[config.mk]
export PLATFORM = sky130hd
export DESIGN_NAME = pipe_stage_reg_flat
export DESIGN_NICKNAME = d
export VERILOG_FILES = /design/src/rtl/pipe_stage_reg_if.sv /design/src/rtl/pipe_stage_reg.sv /design/src/flat_wrapper.sv
export SDC_FILE = /design/constraint.sdc
export NUM_CORES = 1
export LEC_CHECK = 0
export ABC_AREA = 0
export BUFFER_PORTS_ARGS = -buffer_cell sky130_fd_sc_hd__buf_4
export CORE_ASPECT_RATIO = 1.2
export CORE_MARGIN = 5
export CORE_UTILIZATION = 52
export CTS_BUF_LIST = sky130_fd_sc_hd__clkbuf_8
export CTS_CLUSTER_DIAMETER = 120
export DETAILED_ROUTE_END_ITERATION = 8
export PLACE_DENSITY = 0.78
export SLEW_MARGIN = 0
export SYNTH_ARGS = -nofsm -noshare
export SYNTH_HDL_FRONTEND = slang
export SYNTH_SLANG_ARGS = --single-unit
[constraint.sdc]
create_clock -name clk -period 4.7 [get_ports clk]
set_input_delay 0.235 -clock clk [delete_from_list [all_inputs] [get_ports clk]]
set_output_delay 0.235 -clock clk [all_outputs]
set_load 0.01 [all_outputs]
[src/rtl/pipe_stage_reg_if.sv]
// Handshake and payload bundle between two pipeline stages.
// The stage itself uses the slave view; the upstream/downstream side uses master.
interface pipe_stage_reg_if #(
    parameter int unsigned DATA_W = 32,
    parameter int unsigned CTRL_W = 16
);
    logic              in_valid;
    logic              in_ready;
    logic [DATA_W-1:0] in_data;
    logic [CTRL_W-1:0] in_ctrl;
    logic              out_valid;
    logic              out_ready;
    logic [DATA_W-1:0] out_data;
    logic [CTRL_W-1:0] out_ctrl;

    modport slave (
        input  in_valid, in_data, in_ctrl, out_ready,
        output in_ready, out_valid, out_data, out_ctrl
    );

    modport master (
        output in_valid, in_data, in_ctrl, out_ready,
        input  in_ready, out_valid, out_data, out_ctrl
    );
endinterface

[src/rtl/pipe_stage_reg.sv]
// Elastic pipeline stage register: main entry plus one-entry skid buffer.
// in_ready comes straight from the occupancy state, so no combinational path
// runs from out_ready back to in_ready. out_ctrl is masked to CTRL_NOP on bubbles.
module pipe_stage_reg #(
    parameter int unsigned        DATA_W   = 32,
    parameter int unsigned        CTRL_W   = 16,
    parameter logic [CTRL_W-1:0]  CTRL_NOP = '0,
    parameter int unsigned        CNT_W    = 16
) (
    input  logic             clk,
    input  logic             reset_n,
    input  logic             flush,
    pipe_stage_reg_if.slave  bus,
    output logic [CNT_W-1:0] stall_count
);

    typedef enum logic [1:0] {StEmpty, StOne, StFull} state_e;

    state_e            state_q, state_d;
    logic [DATA_W-1:0] main_data_q, skid_data_q;
    logic [CTRL_W-1:0] main_ctrl_q, skid_ctrl_q;
    logic [CNT_W-1:0]  stall_q;

    logic main_valid;
    logic acc, take;
    logic main_load_in, main_load_skid, skid_load;

    assign main_valid = (state_q != StEmpty);
    assign bus.in_ready  = (state_q != StFull);
    assign bus.out_valid = main_valid;
    assign bus.out_data  = main_data_q;
    assign bus.out_ctrl  = main_valid ? main_ctrl_q : CTRL_NOP;
    assign stall_count   = stall_q;

    assign acc  = bus.in_valid & bus.in_ready & ~flush;
    assign take = main_valid & bus.out_ready;

    // Next occupancy and which entries load this cycle.
    always_comb begin
        state_d        = state_q;
        main_load_in   = 1'b0;
        main_load_skid = 1'b0;
        skid_load      = 1'b0;
        unique case (state_q)
            StEmpty: begin
                if (acc) begin
                    main_load_in = 1'b1;
                    state_d      = StOne;
                end
            end
            StOne: begin
                if (acc && take) begin
                    main_load_in = 1'b1;
                end else if (acc) begin
                    skid_load = 1'b1;
                    state_d   = StFull;
                end else if (take) begin
                    state_d = StEmpty;
                end
            end
            StFull: begin
                // Skid moves up only when not flushing; on flush its contents are dead anyway.
                if (take && !flush) begin
                    main_load_skid = 1'b1;
                    state_d        = StOne;
                end else if (take) begin
                    state_d = StOne;
                end
            end
            default: state_d = StEmpty;
        endcase
        if (flush) begin
            state_d = StEmpty;
        end
    end

    // Occupancy state register.
    always_ff @(posedge clk or negedge reset_n) begin
        if (!reset_n) begin
            state_q <= StEmpty;
        end else begin
            state_q <= state_d;
        end
    end

    // Payload registers; they hold their value while their entry is invalid.
    always_ff @(posedge clk or negedge reset_n) begin
        if (!reset_n) begin
            main_data_q <= '0;
            main_ctrl_q <= CTRL_NOP;
            skid_data_q <= '0;
            skid_ctrl_q <= '0;
        end else begin
            if (main_load_in) begin
                main_data_q <= bus.in_data;
                main_ctrl_q <= bus.in_ctrl;
            end else if (main_load_skid) begin
                main_data_q <= skid_data_q;
                main_ctrl_q <= skid_ctrl_q;
            end
            if (skid_load) begin
                skid_data_q <= bus.in_data;
                skid_ctrl_q <= bus.in_ctrl;
            end
        end
    end

    // Saturating count of stalled output cycles; only reset clears it.
    always_ff @(posedge clk or negedge reset_n) begin
        if (!reset_n) begin
            stall_q <= '0;
        end else if (main_valid && !bus.out_ready && (stall_q != {CNT_W{1'b1}})) begin
            stall_q <= stall_q + CNT_W'(1);
        end
    end

endmodule

[src/flat_wrapper.sv]
// flat-port wrapper written by rule: the top's interface ports become plain ports
module pipe_stage_reg_flat 
#(
    parameter int unsigned        DATA_W   = 32,
    parameter int unsigned        CTRL_W   = 16,
    parameter logic [CTRL_W-1:0]  CTRL_NOP = '0,
    parameter int unsigned        CNT_W    = 16
)
  (clk, reset_n, flush, stall_count, bus_in_valid, bus_in_data, bus_in_ctrl, bus_out_ready, bus_in_ready, bus_out_valid, bus_out_data, bus_out_ctrl);
  pipe_stage_reg_if #(.DATA_W(DATA_W), .CTRL_W(CTRL_W)) bus_i ();
  input  logic clk;
  input  logic reset_n;
  input  logic flush;
  output logic [CNT_W-1:0] stall_count;
  input wire logic [$bits(bus_i.in_valid)-1:0] bus_in_valid;
  input wire logic [$bits(bus_i.in_data)-1:0] bus_in_data;
  input wire logic [$bits(bus_i.in_ctrl)-1:0] bus_in_ctrl;
  input wire logic [$bits(bus_i.out_ready)-1:0] bus_out_ready;
  output wire logic [$bits(bus_i.in_ready)-1:0] bus_in_ready;
  output wire logic [$bits(bus_i.out_valid)-1:0] bus_out_valid;
  output wire logic [$bits(bus_i.out_data)-1:0] bus_out_data;
  output wire logic [$bits(bus_i.out_ctrl)-1:0] bus_out_ctrl;
  assign bus_i.in_valid = bus_in_valid;
  assign bus_i.in_data = bus_in_data;
  assign bus_i.in_ctrl = bus_in_ctrl;
  assign bus_i.out_ready = bus_out_ready;
  assign bus_in_ready = bus_i.in_ready;
  assign bus_out_valid = bus_i.out_valid;
  assign bus_out_data = bus_i.out_data;
  assign bus_out_ctrl = bus_i.out_ctrl;
  pipe_stage_reg #(.DATA_W(DATA_W), .CTRL_W(CTRL_W), .CTRL_NOP(CTRL_NOP), .CNT_W(CNT_W)) u_core (.clk(clk), .reset_n(reset_n), .flush(flush), .bus(bus_i), .stall_count(stall_count));
endmodule
== After elaboration in Yosys (flattened, before gate mapping) ==
Cells that the tools add are included.

* Flip-flop bits (word level): 114
* Logic and storage cells: 49
* Output and inout bits: 66

* Bitwise operators: 4
* Reductions and logical operators: 10
* $add $sub $neg: 1
* Multiplexer cells: 20
* Equal/unequal tests: 8

{| class="wikitable"
|+ Operators with widths
! cell !! number
|-
| $mux 32 || 2
|-
| $mux 16 || 3
|-
| $add 16x1->16 const B || 1
|-
| $ne 16x16->1 const B || 1
|-
| $mux 2 || 7
|-
| $ne 4x2->1 const B || 2
|-
| $mux 1 || 6
|-
| $pmux 2 s3 || 1
|-
| $logic_and 1x1->1 || 4
|-
| $reduce_and 4->1 || 1
|-
| $reduce_bool 2->1 || 2
|-
| $and 1x1->1 || 3
|-
| $ne 3x2->1 const B || 1
|-
| $ne 3x3->1 const B || 1
|-
| $eq 2x1->1 const B || 1
|-
| $eq 2x2->1 const B || 1
|-
| $logic_not 1->1 || 2
|-
| $logic_not 2->1 || 1
|-
| $ne 2x2->1 const B || 1
|-
| $pmux 1 s2 || 1
|-
| $not 1->1 || 1
|}

== Logic depth before layout (Yosys ltp) ==
Gate-level depths: netlist of the first run.

* Depth after elaboration: 7
* Mapped depth: 6
* Gate-level depth less buffers: 5

== Least setup slack after synthesis of the first run ==
No wires, ideal clock.

* Path type: register -> register
* From: register u_core.stall_q[0], in the netlist u_core.stall_count[0]
* To: register u_core.stall_q[3], in the netlist u_core.stall_count[3]
* Setup time: 128 ps
* Slack: 2965 ps
* Buffers on the path: 1
* Required time: 4572 ps
* Data arrival time: 1607 ps
* Period minus slack after synthesis: 1735 ps
* Stages on the path, launching flop included: 7
* Path through: dfrtp_1 -> ha_1 -> and4_1 -> a41oi_1 -> buf_2 -> nand4_1 -> xnor2_1

* Longest elaborated chain between the ends: 2

{| class="wikitable"
|+ Ends and longest elaborated chain
! item !! RTL line !! text
|-
| start, declared || pipe_stage_reg.sv:22 || <nowiki>logic [CNT_W-1:0] stall_q;</nowiki>
|-
| start signal, assigned || pipe_stage_reg.sv:113 || <nowiki>stall_q <= stall_q + CNT_W'(1);</nowiki>
|-
| parallel branches: the longest is 2 deep, another holds $add 16x1->16 || - ||
|}

Parallel ways; which one is timed is not known.
A chain may end at the register's enable or synchronous reset.

== Worst setup path after layout of the first run ==
* From: input flush
* To: register u_core.skid_data_q[6]

* Longest elaborated chain between the ends: 5

{| class="wikitable"
|+ Ends and longest elaborated chain
! item !! RTL line !! text
|-
| start, declared || flat_wrapper.sv:13 || <nowiki>input logic flush;</nowiki>
|-
| $not 1->1 * || pipe_stage_reg.sv:35 || <nowiki>assign acc = bus.in_valid & bus.in_ready & ~flush;</nowiki>
|-
| $and 1x1->1 * || pipe_stage_reg.sv:35 ||
|-
| $mux 1 or $logic_and 1x1->1 (tied branches) || pipe_stage_reg.sv:54, pipe_stage_reg.sv:52 ||
|-
| $mux 1 * || pipe_stage_reg.sv:52 || <nowiki>if (acc && take) begin</nowiki>
|-
| $mux 1 * || pipe_stage_reg.sv:44 || <nowiki>unique case (state_q)</nowiki>
|-
| end signal, assigned || pipe_stage_reg.sv:102 || <nowiki>skid_data_q <= bus.in_data;</nowiki>
|-
| end, declared || pipe_stage_reg.sv:20 || <nowiki>logic [DATA_W-1:0] main_data_q, skid_data_q;</nowiki>
|}

Every way passes the cells marked *; elsewhere a longest branch is shown, timed or not.

==> impl_metrics.env, run 1 <==
export IMPL_outcome="completed"
export IMPL_htreeDepth=4
export IMPL_worst_pin_slew_ps=996.0
export IMPL_vias_per_cell=5.115
export IMPL_cts_buffers=17
export IMPL_worst_clock_skew_ps=7.465
export IMPL_routedWlPerCell_um=15.63
export IMPL_ys_top_cells_by_area="dfrtp_1 (57%), mux2_2 (11%), mux2i_1 (9.9%)"
export IMPL_crit_slowest_cell="nand3b_1"
export IMPL_power_leakage_nw=2.864
export IMPL_finalSetupTns_ps=0
export IMPL_period_share=0.5674
export IMPL_routed_wl_mm=10.44
export IMPL_portBuffers=118
export IMPL_insertion_delay_ps=420
export IMPL_synth_flop_cell="dfrtp_1"
export IMPL_crit_arrival_ps=2970
export IMPL_clock_root_buffer="clkbuf_8"
export IMPL_ys_ff_latch=114
export IMPL_syn_area_um2=4965
export IMPL_cpMostUsedCell="buf_4"
export IMPL_power_density_nw_per_um2=450.2
export IMPL_core_area_um2=9418
export IMPL_finalMaxSlewViolations=0
export IMPL_crit_fanout=31
export IMPL_cpPeakStageDelay_ps=750
export IMPL_synth_common_cells="dfrtp_1 (114), nor2_1 (53), a21oi_1 (50)"
export IMPL_synth_nets=464
export IMPL_antenna_left=0
export IMPL_cts_sinks=114
export IMPL_grt_pass1_vias=3623
export IMPL_grt_setup_unrepaired="no"
export IMPL_drc=0
export IMPL_cts_resized=0
export IMPL_grt_ovfl_total=0
export IMPL_clockBufferDepth=2
export IMPL_die_h_um=117.0
export IMPL_cap_violations=0
export IMPL_min_period_ps=2667
export IMPL_ios=119
export IMPL_total_power_mw=2.881
export IMPL_holdCritPathClass="in -> reg"
export IMPL_cp_end_kind="register"
export IMPL_relSlewSlack=0.3273
export IMPL_drtPass1Iterations=4
export IMPL_syn_to_final_growth_pct=28.88
export IMPL_clkTransAtPathRegs_ps=70
export IMPL_yosysSeqAreaShare=0.5746
export IMPL_synth_cell_types=32
export IMPL_drtIter0Drc=151
export IMPL_cp_start_kind="input pin"
export IMPL_antenna_found_initial=0
export IMPL_async_flop_share=1.000
export IMPL_nets=586
export IMPL_num_vias=3417
export IMPL_critPathBufInv=3
export IMPL_grt_max_degree=71
export IMPL_post_dp_hpwl_mm=7.207
export IMPL_synth_warnings=0
export IMPL_grt_pass1_wl_mm=17.59
export IMPL_required_ps=5010
export IMPL_die_area_um2=11610
export IMPL_drive_gt1_frac=0.3798
export IMPL_clock_fmax_mhz=375.0
export IMPL_hold_violations=0
export IMPL_synthCells=410
export IMPL_rows=39
export IMPL_syn_avg_cell_area_um2=12.11
export IMPL_n_antenna_cell=0
export IMPL_synthMostInstantiatedCell="dfrtp_1"
export IMPL_yosysTopAreaCellShare=0.5746
export IMPL_grt_use_total=0.1929
export IMPL_critPathTopFamily="buffers and inverters"
export IMPL_setup_violations=0
export IMPL_gp_congestion=0.7450
export IMPL_cts_tree="done"
export IMPL_fp_dieW_um=99.20
export IMPL_yosysTopAreaCell="dfrtp_1"
export IMPL_path_cells="dlygate4sd3_1 -> buf_4 -> nor3b_1 -> nand3b_1 -> buf_4 -> mux2_2"
export IMPL_synth_edf_count=0
export IMPL_fillers=724
export IMPL_start_util=0.5272
export IMPL_ir_drop_uv=318.9
export IMPL_critPathKind="in -> reg"
layout by cell type, fill, tap and decap left out, types with 4 or more instances in the layout:
cell type / Yosys / layout
xnor2_1: 12 / 12
inv_1: 3 / 4
nand3_1: 5 / 5
nor2b_1: 17 / 17
clkbuf_8: 0 / 20
dfrtp_1: 114 / 114
clkinv_2: 0 / 6
a21oi_1: 50 / 50
nand4_1: 8 / 8
buf_4: 2 / 124
nor2_1: 53 / 53
nand2_1: 6 / 6
mux2_2: 49 / 49
mux2i_1: 49 / 49
bufinv_16: 0 / 4
area by class of cell:
| class | count | area [um2] | area share |
|---|---|---|---|
| clock buffer | 20 | 275.3 | 0.04302 |
| clock inverter | 12 | 161.4 | 0.02522 |
| inverter | 3 | 11.26 | 0.001760 |
| multi-input combinational | 270 | 1993 | 0.3115 |
| sequential | 114 | 2853 | 0.4458 |
| tap | 123 | 153.9 | 0.02405 |
| timing repair buffer | 126 | 950.9 | 0.1486 |
metrics by stage:
stage / instance area [um2] / setup slack (ps) / hold slack [ps] / instances / util
floorplan: 4965 / 2965 / -60.59 / 410 / -
global placement: 5942 / 2119 / 394.3 / 634 / 0.6309
detailed placement: 5942 / 2038 / 406.2 / 634 / 0.6309
CTS: 6399 / 2026 / 20.87 / 668 / 0.6794
global route: 6399 / 1897 / 17.07 / 668 / 0.6794
finish: 6399 / 2033 / 51.19 / 668 / 0.6794
routing by layer:
layer / vias to the layer above / part of all wire / global-route usage
li1: 1675 / - / -
met1: 1651 / 0.40 / 0.2262
met2: 79 / 0.53 / 0.3360
met3: 12 / 0.059 / 0.07172
met4: 0 / 0.010 / 0.05191
met5: - / 0 / 0
state kept, by name (all words and copies together), names as in the netlist:
register             flops
u_core.skid_ctrl_q      16
u_core.bus.out_data     32
u_core.stall_count      16
u_core.state_q           2
u_core.skid_data_q      32
u_core.main_ctrl_q      16
repair_timing:
action,in CTS,in global routing
buffers inserted,0,0
hold buffers,2,0
endpoints found under the hold margin,71,0
power by group:
group | internal, mW | switching (mW) | total [mW]
registers | 1.20 | 0.137 | 1.34
logic | 0.317 | 0.233 | 0.550
clock network | 0.612 | 0.382 | 0.994
kinds of logic after synthesis:
kind of cell / share of synthesized area
flip-flops: 0.5746
AND/OR/NAND/NOR: 0.09980
multiplexers: 0.2099
AO/OA/AOI/OAI: 0.06099
buffers and inverters: 0.02747
XOR/XNOR: 0.02470
adder cells (fa/ha/maj): 0.002520
path summary, 6_finish.rpt:
kind	from	to	slack, ps	cells past startpoint
worst max register to register	u_core.state_q[1]	u_core.skid_data_q[6]	2070	4
worst min-delay path	bus_out_ready	u_core.state_q[1]	50	2
min in group asynchronous	reset_n	u_core.main_ctrl_q[11]	480	2
worst min register to register	u_core.skid_data_q[25]	u_core.skid_data_q[25]	510	1
worst max-delay path	flush	u_core.skid_data_q[6]	2030	6
max in group asynchronous	reset_n	u_core.skid_ctrl_q[7]	3110	3
Power figures use the tool's default switching activity.
==> inputs of run 2 (changes only) <==
==> constraint.sdc (replaced) <==
create_clock -name clk -period 2.6 [get_ports clk]
set_input_delay 0.13 -clock clk [delete_from_list [all_inputs] [get_ports clk]]
set_output_delay 0.13 -clock clk [all_outputs]
set_load 0.01 [all_outputs]
==> run 2 against run 1 <==
  * Sequential share of layout area down 2.9 points
  * Combinational power is 93% higher
  * Routed wire length increased by 6.9%
  * Critical path type is now reg -> reg
==> impl_metrics.env, run 2 (synthesis gave the netlist of run 1 again) <==
export IMPL_drc=0
export IMPL_critPathKind="reg -> reg"
export IMPL_drtPass1Iterations=5
export IMPL_power_density_nw_per_um2=726.3
export IMPL_grt_use_total=0.2061
export IMPL_hold_ws_ps=143.2
export IMPL_cp_end_kind="register"
export IMPL_hold_start="bus_in_valid"
export IMPL_die_area_um2=11610
export IMPL_antenna_found_initial=0
export IMPL_cts_sinks=114
export IMPL_hold_violations=0
export IMPL_worst_pin_slew_ps=735.6
export IMPL_gp_congestion=0.8055
export IMPL_die_h_um=117.0
export IMPL_drtIter0Drc=125
export IMPL_crit_fanout=8
export IMPL_grt_setup_unrepaired="no"
export IMPL_core_area_um2=9418
export IMPL_finalSetupTns_ps=0
export IMPL_final_cell_mix="buf_4 (126), dfrtp_1 (114), nor2_1 (53), dlygate4sd3_1 (51), a21oi_1 (50)"
export IMPL_routed_wl_mm=11.16
export IMPL_n_antenna_cell=0
export IMPL_multi_input_area_um2=1993
export IMPL_routedWlPerCell_um=15.57
export IMPL_cap_violations=0
export IMPL_fillers=632
export IMPL_start_util=0.5272
export IMPL_cts_setup_buffers=0
export IMPL_syn_to_final_growth_pct=37.95
export IMPL_cts_tree="done"
export IMPL_setup_violations=0
export IMPL_portBuffers=118
export IMPL_grt_max_degree=59
export IMPL_fin_cells=717
export IMPL_cts_hold_buf=51
export IMPL_vias_per_cell=5.135
export IMPL_ir_drop_uv=500.8
export IMPL_clockBufferDepth=2
export IMPL_crit_arrival_ps=2260
export IMPL_grt_pass1_wl_mm=18.77
export IMPL_period_share=0.7547
export IMPL_ios=119
export IMPL_reg2reg_depth=5
export IMPL_grt_ovfl_total=0
export IMPL_outcome="completed"
export IMPL_clock_root_buffer="clkbuf_8"
export IMPL_cts_buffers=17
export IMPL_clkTransAtPathRegs_ps=60
export IMPL_antenna_left=0
export IMPL_min_period_ps=1962
export IMPL_drive_gt1_frac=0.3485
export IMPL_worst_clock_skew_ps=9.621
export IMPL_required_ps=2900
export IMPL_cp_start_kind="register"
export IMPL_grt_pass1_vias=3919
export IMPL_post_dp_hpwl_mm=7.099
export IMPL_total_power_mw=4.974
export IMPL_nets=638
export IMPL_regArea_um2=2853
export IMPL_rows=39
export IMPL_num_vias=3682
export IMPL_htreeDepth=4
export IMPL_final_common_cell="buf_4"
export IMPL_dp_cells=637
export IMPL_cts_resized=0
export IMPL_r2r_start="u_core.stall_count[0]"
export IMPL_fp_dieW_um=99.20
export IMPL_insertion_delay_ps=410
export IMPL_power_leakage_nw=3.055
export IMPL_finalMaxSlewViolations=0
export IMPL_clock_fmax_mhz=509.7
export IMPL_whs_path_depth=4
export IMPL_reg2reg_to="u_core.stall_count[1]"
export IMPL_r2r_setup_slack_ps=640
export IMPL_hold_path_endpoint="u_core.state_q[1]"
export IMPL_fin_util=0.7272
export IMPL_holdCritPathClass="in -> reg"
export IMPL_relSlewSlack=0.5096
## run 2: cell count changes in the layout (fill, tap and decap cells not counted), sizes merged
| cell | previous run | this run |
|---|---|---|
| buf | 124 | 127 |
| bufinv | 4 | 1 |
| clkbuf | 20 | 22 |
| clkinv | 6 | 5 |
| clkinvlp | 1 | 0 |
| dlygate4sd3 | 2 | 51 |
## run 2: worst max-delay path: stages (launching register included)
cell and delay [ps]:
dfrtp_1 430, ha_1 260, and4_1 170, a41oi_1 410, buf_4 240, mux2_2 330
## run 2: layer usage
layer  vias to the layer above  GRT usage  share of wire
met3                        23    0.05276          0.050
li1                       1780          -              -
met4                         0    0.09563          0.026
met2                        89     0.3607           0.53
met1                      1790     0.2388           0.40
met5                         -          0              0
## run 2: area by class of cell
type,count,share of cell area
timing repair buffer,178,0.2156
tap,123,0.02247
multi-input combinational,270,0.2910
inverter,3,0.001644
clock buffer,22,0.04421
sequential,114,0.4165
clock inverter,7,0.008586
## run 2: worst max path at each step
| stage | start | end | slack (ps) | cells after the start |
|---|---|---|---|---|
| final | u_core.stall_count[0] | u_core.stall_count[1] | 640 | 5 |
| after global routing | u_core.stall_count[0] | u_core.stall_count[7] | 480 | 6 |
| after CTS | u_core.stall_count[0] | u_core.stall_count[1] | 650 | 5 |
| after detailed placement | u_core.stall_count[0] | u_core.stall_count[1] | 670 | 5 |
| after global placement | u_core.stall_count[0] | u_core.stall_count[1] | 760 | 5 |
| after floorplan | u_core.stall_count[0] | u_core.stall_count[3] | 860 | 6 |
## run 2: power breakdown
part / internal (mW) / switching (mW)
registers: 2.17 / 0.252
logic: 0.625 / 0.439
clock network: 0.854 / 0.635
total: 3.65 / 1.33
## run 2: stage by stage
stage	cell area [um2]	worst slack, ps
2_1_floorplan	4965	864.8
3_3_place_gp	5977	756.3
3_5_place_dp	5977	672.1
4_1_cts	6849	649.4
5_1_grt	6849	480.0
6_report	6849	637.9
